**src/rtl/key_uart_sender.sv**
```systemverilog
// key_uart_sender: queues 4-bit key codes and paces them out as ASCII hex
// (plus optional CR LF) to a UART transmitter that has no busy/done signal.
//
// Ports:
//   clk, rst_n      - clock, async active-low reset
//   key_valid       - one-cycle strobe qualifying key_code
//   key_code[3:0]   - key index 0..15
//   tx_data[7:0]    - byte to the transmitter, held between starts
//   tx_start        - one-cycle start pulse, one per frame pitch
//   busy            - FIFO non-empty or a key in flight
//   overflow        - sticky, set when a key is dropped on a full FIFO
module key_uart_sender #(
  parameter int CLK_FREQ    = 50000000,
  parameter int UART_BPS    = 115200,
  parameter int FIFO_DEPTH  = 8,
  parameter int APPEND_CRLF = 1
) (
  input  logic       clk,
  input  logic       rst_n,
  input  logic       key_valid,
  input  logic [3:0] key_code,
  output logic [7:0] tx_data,
  output logic       tx_start,
  output logic       busy,
  output logic       overflow
);

  localparam int PERIOD       = CLK_FREQ / UART_BPS;
  localparam int FRAME_CYCLES = 10 * PERIOD;
  localparam int AW           = $clog2(FIFO_DEPTH);
  localparam int CW           = $clog2(FRAME_CYCLES);

  // Leaving WAIT on FRAME_CYCLES-2 makes SEND-to-SEND exactly one frame.
  localparam logic [CW-1:0] WAIT_LAST = CW'(FRAME_CYCLES - 2);
  localparam logic [AW:0]   FULL_CNT  = (AW+1)'(FIFO_DEPTH);

  typedef enum logic [1:0] {
    IDLE,
    SEND,
    WAIT
  } state_e;

  state_e          state_q, state_d;
  logic [3:0]      mem_q [FIFO_DEPTH];
  logic [AW-1:0]   wr_ptr_q, wr_ptr_d;
  logic [AW-1:0]   rd_ptr_q, rd_ptr_d;
  logic [AW:0]     count_q, count_d;
  logic [3:0]      code_q, code_d;
  logic [1:0]      idx_q, idx_d;
  logic [CW-1:0]   wcnt_q, wcnt_d;
  logic [7:0]      data_q, data_d;
  logic            ovf_q, ovf_d;

  logic            pop;
  logic            push;
  logic            full;
  logic            more;
  logic [7:0]      ascii;
  logic [7:0]      cur_byte;

  always_comb begin
    if (code_q < 4'd10) ascii = 8'h30 + {4'h0, code_q};
    else                ascii = 8'h37 + {4'h0, code_q};
  end

  always_comb begin
    unique case (1'b1)
      idx_q == 2'd1: cur_byte = 8'h0D;
      idx_q == 2'd2: cur_byte = 8'h0A;
      default:       cur_byte = ascii;
    endcase
  end

  assign more = (APPEND_CRLF != 0) && (idx_q < 2'd2);

  always_comb begin
    state_d  = state_q;
    code_d   = code_q;
    idx_d    = idx_q;
    wcnt_d   = wcnt_q;
    data_d   = data_q;
    pop      = 1'b0;
    tx_start = 1'b0;
    tx_data  = data_q;
    case (state_q)
      IDLE: begin
        if (count_q != '0) begin
          pop     = 1'b1;
          code_d  = mem_q[rd_ptr_q];
          idx_d   = 2'd0;
          state_d = SEND;
        end
      end
      SEND: begin
        tx_start = 1'b1;
        tx_data  = cur_byte;
        data_d   = cur_byte;
        wcnt_d   = '0;
        state_d  = WAIT;
      end
      WAIT: begin
        if (wcnt_q == WAIT_LAST) begin
          if (more) begin
            idx_d   = idx_q + 2'd1;
            state_d = SEND;
          end else begin
            state_d = IDLE;
          end
        end else begin
          wcnt_d = wcnt_q + CW'(1);
        end
      end
      default: state_d = IDLE;
    endcase
  end

  // A pop in the same cycle frees a slot, so a full FIFO can still accept.
  always_comb begin
    full     = (count_q == FULL_CNT);
    push     = key_valid && (!full || pop);
    ovf_d    = ovf_q | (key_valid & full & ~pop);
    wr_ptr_d = push ? wr_ptr_q + AW'(1) : wr_ptr_q;
    rd_ptr_d = pop  ? rd_ptr_q + AW'(1) : rd_ptr_q;
    case ({push, pop})
      2'b10:   count_d = count_q + (AW+1)'(1);
      2'b01:   count_d = count_q - (AW+1)'(1);
      default: count_d = count_q;
    endcase
  end

  always_ff @(posedge clk or negedge rst_n) begin
    if (!rst_n) begin
      state_q  <= IDLE;
      wr_ptr_q <= '0;
      rd_ptr_q <= '0;
      count_q  <= '0;
      code_q   <= '0;
      idx_q    <= '0;
      wcnt_q   <= '0;
      data_q   <= '0;
      ovf_q    <= 1'b0;
    end else begin
      state_q  <= state_d;
      wr_ptr_q <= wr_ptr_d;
      rd_ptr_q <= rd_ptr_d;
      count_q  <= count_d;
      code_q   <= code_d;
      idx_q    <= idx_d;
      wcnt_q   <= wcnt_d;
      data_q   <= data_d;
      ovf_q    <= ovf_d;
    end
  end

  always_ff @(posedge clk or negedge rst_n) begin
    if (!rst_n) begin
      for (int i = 0; i < FIFO_DEPTH; i++) mem_q[i] <= '0;
    end else if (push) begin
      mem_q[wr_ptr_q] <= key_code;
    end
  end

  assign busy     = (state_q != IDLE) || (count_q != '0);
  assign overflow = ovf_q;

endmodule

```
**config.mk**
```make
export PLATFORM = sky130hd
export DESIGN_NAME = key_uart_sender
export DESIGN_NICKNAME = d
export VERILOG_FILES = /design/src/rtl/key_uart_sender.sv
export SDC_FILE = /design/constraint.sdc
export NUM_CORES = 1
export LEC_CHECK = 0
export ABC_AREA = 1
export BUFFER_PORTS_ARGS = -buffer_cell sky130_fd_sc_hd__clkbuf_2
export CORE_MARGIN = 2
export CORE_UTILIZATION = 23
export DETAILED_ROUTE_END_ITERATION = 12
export GPL_TIMING_DRIVEN = 0
export PLACE_DENSITY = 0.43
export SETUP_SLACK_MARGIN = 0.3
export SYNTH_ARGS = -nofsm -noshare
export SYNTH_HDL_FRONTEND = slang
export SYNTH_SLANG_ARGS = --single-unit
```
**constraint.sdc**
```tcl
create_clock -name clk -period 1.9 [get_ports clk]
set_clock_uncertainty 0.1 [all_clocks]
set_input_delay 0.19 -clock clk [delete_from_list [all_inputs] [get_ports clk]]
set_output_delay 0.19 -clock clk [all_outputs]
set_load 0.05 [all_outputs]
```
==> flow_metrics.env <==
export IMPL_status="complete, but fails checks"
export IMPL_violations="setup timing"
export IMPL_max_freq_ghz=0.503
export IMPL_p_seq_share_pct=40.0
export IMPL_hp_class="input pin to flop"
export IMPL_synth_avg_cell_area_sq_um=8.41
export IMPL_setup_viol_count_final=5
export IMPL_ys_types=31
export IMPL_hold_violations=0
export IMPL_yosysSeqAreaShare_pct=47.2
export IMPL_io_pins=18
export IMPL_synth_area_sq_um=3820
export IMPL_cap_violations=0
export IMPL_cp_max_fo=2
export IMPL_die_w_microns=133
export IMPL_stdcell_count=753
export IMPL_drv_slew=0
export IMPL_arrival_ps=1700
export IMPL_cts_buffer_depth=2
export IMPL_final_util_pct=33.7
export IMPL_cts_root_buf="clkbuf_16"
export IMPL_clk_latency_ps=340
export IMPL_tightestPinTransition_ps=405
export IMPL_diodes=0
export IMPL_die_area_sq_um=17600
export IMPL_avgViaCountPerCell=4.27
export IMPL_nNetsFinal=545
export IMPL_ir_worst_vdd_v=0.000528
export IMPL_rsz0062_at_grt="true"
export IMPL_cts_tree="built"
export IMPL_combPwrFrac_pct=25.6
export IMPL_port_buffers=17
export IMPL_sw_frac_of_total_pct=32.3
export IMPL_dr_total_vias=3219
export IMPL_numCtsBuffers=9
export IMPL_syn_inst=454
export IMPL_power_density_nw_per_um2=990
export IMPL_cp_start_kind="flop"
export IMPL_drcViolationCount=0
export IMPL_h_tree_depth=3
export IMPL_area_delta_synth_final_pct=44.8
export IMPL_die_h_microns=133
export IMPL_synthArstFlopShare_pct=100
export IMPL_clock_sinks=72
export IMPL_first_pass_iters=4
export IMPL_p_clk_share_pct=34.4
export IMPL_grt_max_degree=52
export IMPL_rows=47
export IMPL_antenna_found_initial=0
export IMPL_tns_ps=-240
export IMPL_period_needed_ps=1990
export IMPL_routed_wl_microns=9670
export IMPL_syn_num_nets=471
export IMPL_internal_power_mw=3.71
export IMPL_setup_slack_ps=-86.5
export IMPL_drive_gt1_share_pct=35.1
export IMPL_slew_headroom_pct=73.0
export IMPL_place_congestion=0.765
export IMPL_grt_pass1_wl_microns=15600
export IMPL_synth_seq_cells=72
export IMPL_final_period_utilization_pct=105
export IMPL_post_drt_wl_per_cell_microns=12.8
export IMPL_dp_cells=692
export IMPL_worstSetupPathType="flop to output pin"
export IMPL_drtAntennaViolNets=0
export IMPL_end_kind="output pin"
export IMPL_hpwl_microns=6410
export IMPL_start_util_pct=23.3
export IMPL_required_ps=1610
export IMPL_final_common_cell="nand2_1"
export IMPL_fillers=1679
export IMPL_ys_flop_type="dfrtp_1"
export IMPL_yosysWarnings=0
export IMPL_path_clk_slew_ps=60
export IMPL_p_leak_nw=2.43
export IMPL_p_switching_mw=1.77
export IMPL_core_area_sq_um=16400
export IMPL_grt_pass1_vias=3167
export IMPL_track_usage_pct=11.2
export IMPL_drt_iter0_drc=155
export IMPL_synth_edf_count=0
export IMPL_mostFrequentLayoutCells="94 x nand2_1, 65 x dfrtp_1, 50 x nor2_1"
export IMPL_overflow=0
## cell type report
cell class / instances / area [sq um] / area share [%]
inverter: 45 / 188 / 3.39
timing repair buffer: 63 / 649 / 11.7
multi-input combinational: 328 / 2180 / 39.5
clock inverter: 6 / 92.6 / 1.67
sequential: 72 / 1810 / 32.7
tap: 220 / 275 / 4.98
clock buffer: 10 / 239 / 4.32
buffer: 9 / 91.3 / 1.65
## final timing paths
| kind | startpoint | endpoint | slack, ps | depth (start not counted) |
|---|---|---|---|---|
| setup / recovery | idx_q[1]$_DFFE_PN0P_ | tx_data[2] | -90 | 8 |
| hold / removal | key_valid | mem_q[9]$_DFFE_PN0P_ | 80 | 3 |
| setup reg to reg | count_q[1]$_DFFE_PN0P_ | count_q[2]$_DFFE_PN0P_ | 10 | 9 |
| hold reg to reg | overflow$_DFF_PN0_ | overflow$_DFF_PN0_ | 370 | 1 |
| max in group asynchronous | rst_n | state_q[0]$_DFFE_PN0P_ | 880 | 3 |
| min in group asynchronous | rst_n | data_q[0]$_DFF_PN0_ | 220 | 2 |
## power by group through the flow
stage               clock (mW)  combinational [mW]  sequential (mW)
finish                    1.89                1.40             2.19
global route              1.99                1.59             2.23
CTS                       1.93                1.33             2.19
detailed placement           0                1.15             2.21
global placement             0                1.12             2.21
floorplan                    0               0.889             2.17
## kinds of logic after synthesis
kind of cell / Yosys count / share of synthesized area (%)
compound gates: 80 / 11.2
xor+xnor: 12 / 2.95
fa+ha+maj: 10 / 3.28
buf+inv: 54 / 5.93
flops: 72 / 47.2
simple gates: 226 / 29.4
## synthesized netlist by cell type, drive strengths merged (2+ instances only)
| library cell | instances | area (sq um) |
|---|---|---|
| o211ai | 5 | 37.5 |
| xor2 | 9 | 86.3 |
| inv | 45 | 169 |
| xnor2 | 3 | 26.3 |
| nor2 | 64 | 280 |
| o21ai | 65 | 329 |
| a21oi | 7 | 38.8 |
| nand3 | 50 | 360 |
| clkbuf | 2 | 7.51 |
| nand4 | 4 | 25.0 |
| ha | 10 | 125 |
| dfrtp | 72 | 1800 |
| buf | 7 | 50.1 |
| nand2 | 107 | 442 |
## worst max-delay path: stages (launching register included)
cell and delay, ps:
dfrtp_1 420, buf_4 180, inv_2 60, ha_2 150
nand2_1 70, nand2_2 90, inv_2 50, a21oi_4 170
buf_8 160
## state kept, by name, indices dropped and copies added (netlist names)
signal / count
mem_q: 32
wcnt_q: 13
data_q: 8
code_q: 4
count_q: 4
rd_ptr_q: 3
wr_ptr_q: 3
idx_q: 2
state_q: 2
overflow: 1
## metrics by stage
step | cell area, sq um | power, mW | setup WS [ps] | hold WS (ps)
floorplan | 3920 | 3.06 | -109 | -206
global placement | 4280 | 3.33 | -372 | 359
detailed placement | 4310 | 3.36 | -291 | 55.2
CTS | 5070 | 5.45 | -112 | 76.7
global route | 5530 | 5.81 | -147 | 90.7
finish | 5530 | 5.48 | -86.5 | 80.2
## layer usage
metal / vias up / wire length, microns / part of all wire (%) / track usage, %
met5: - / 0 / 0 / 0
met4: 0 / 138 / 1.4 / 4.90
met3: 13 / 275 / 2.8 / 3.03
met2: 32 / 4860 / 50 / 18.3
met1: 1545 / 4400 / 45 / 14.0
li1: 1629 / - / - / -
## repair_timing
action,in CTS,in global routing
cloned,0,2
resized for setup,59,78
hold buffers,1,0
pin swaps,19,27
setup endpoints to repair,29,65
hold endpoints to repair,21,0
buffers inserted,26,16
No activity file was read; power rests on OpenSTA's default activity.
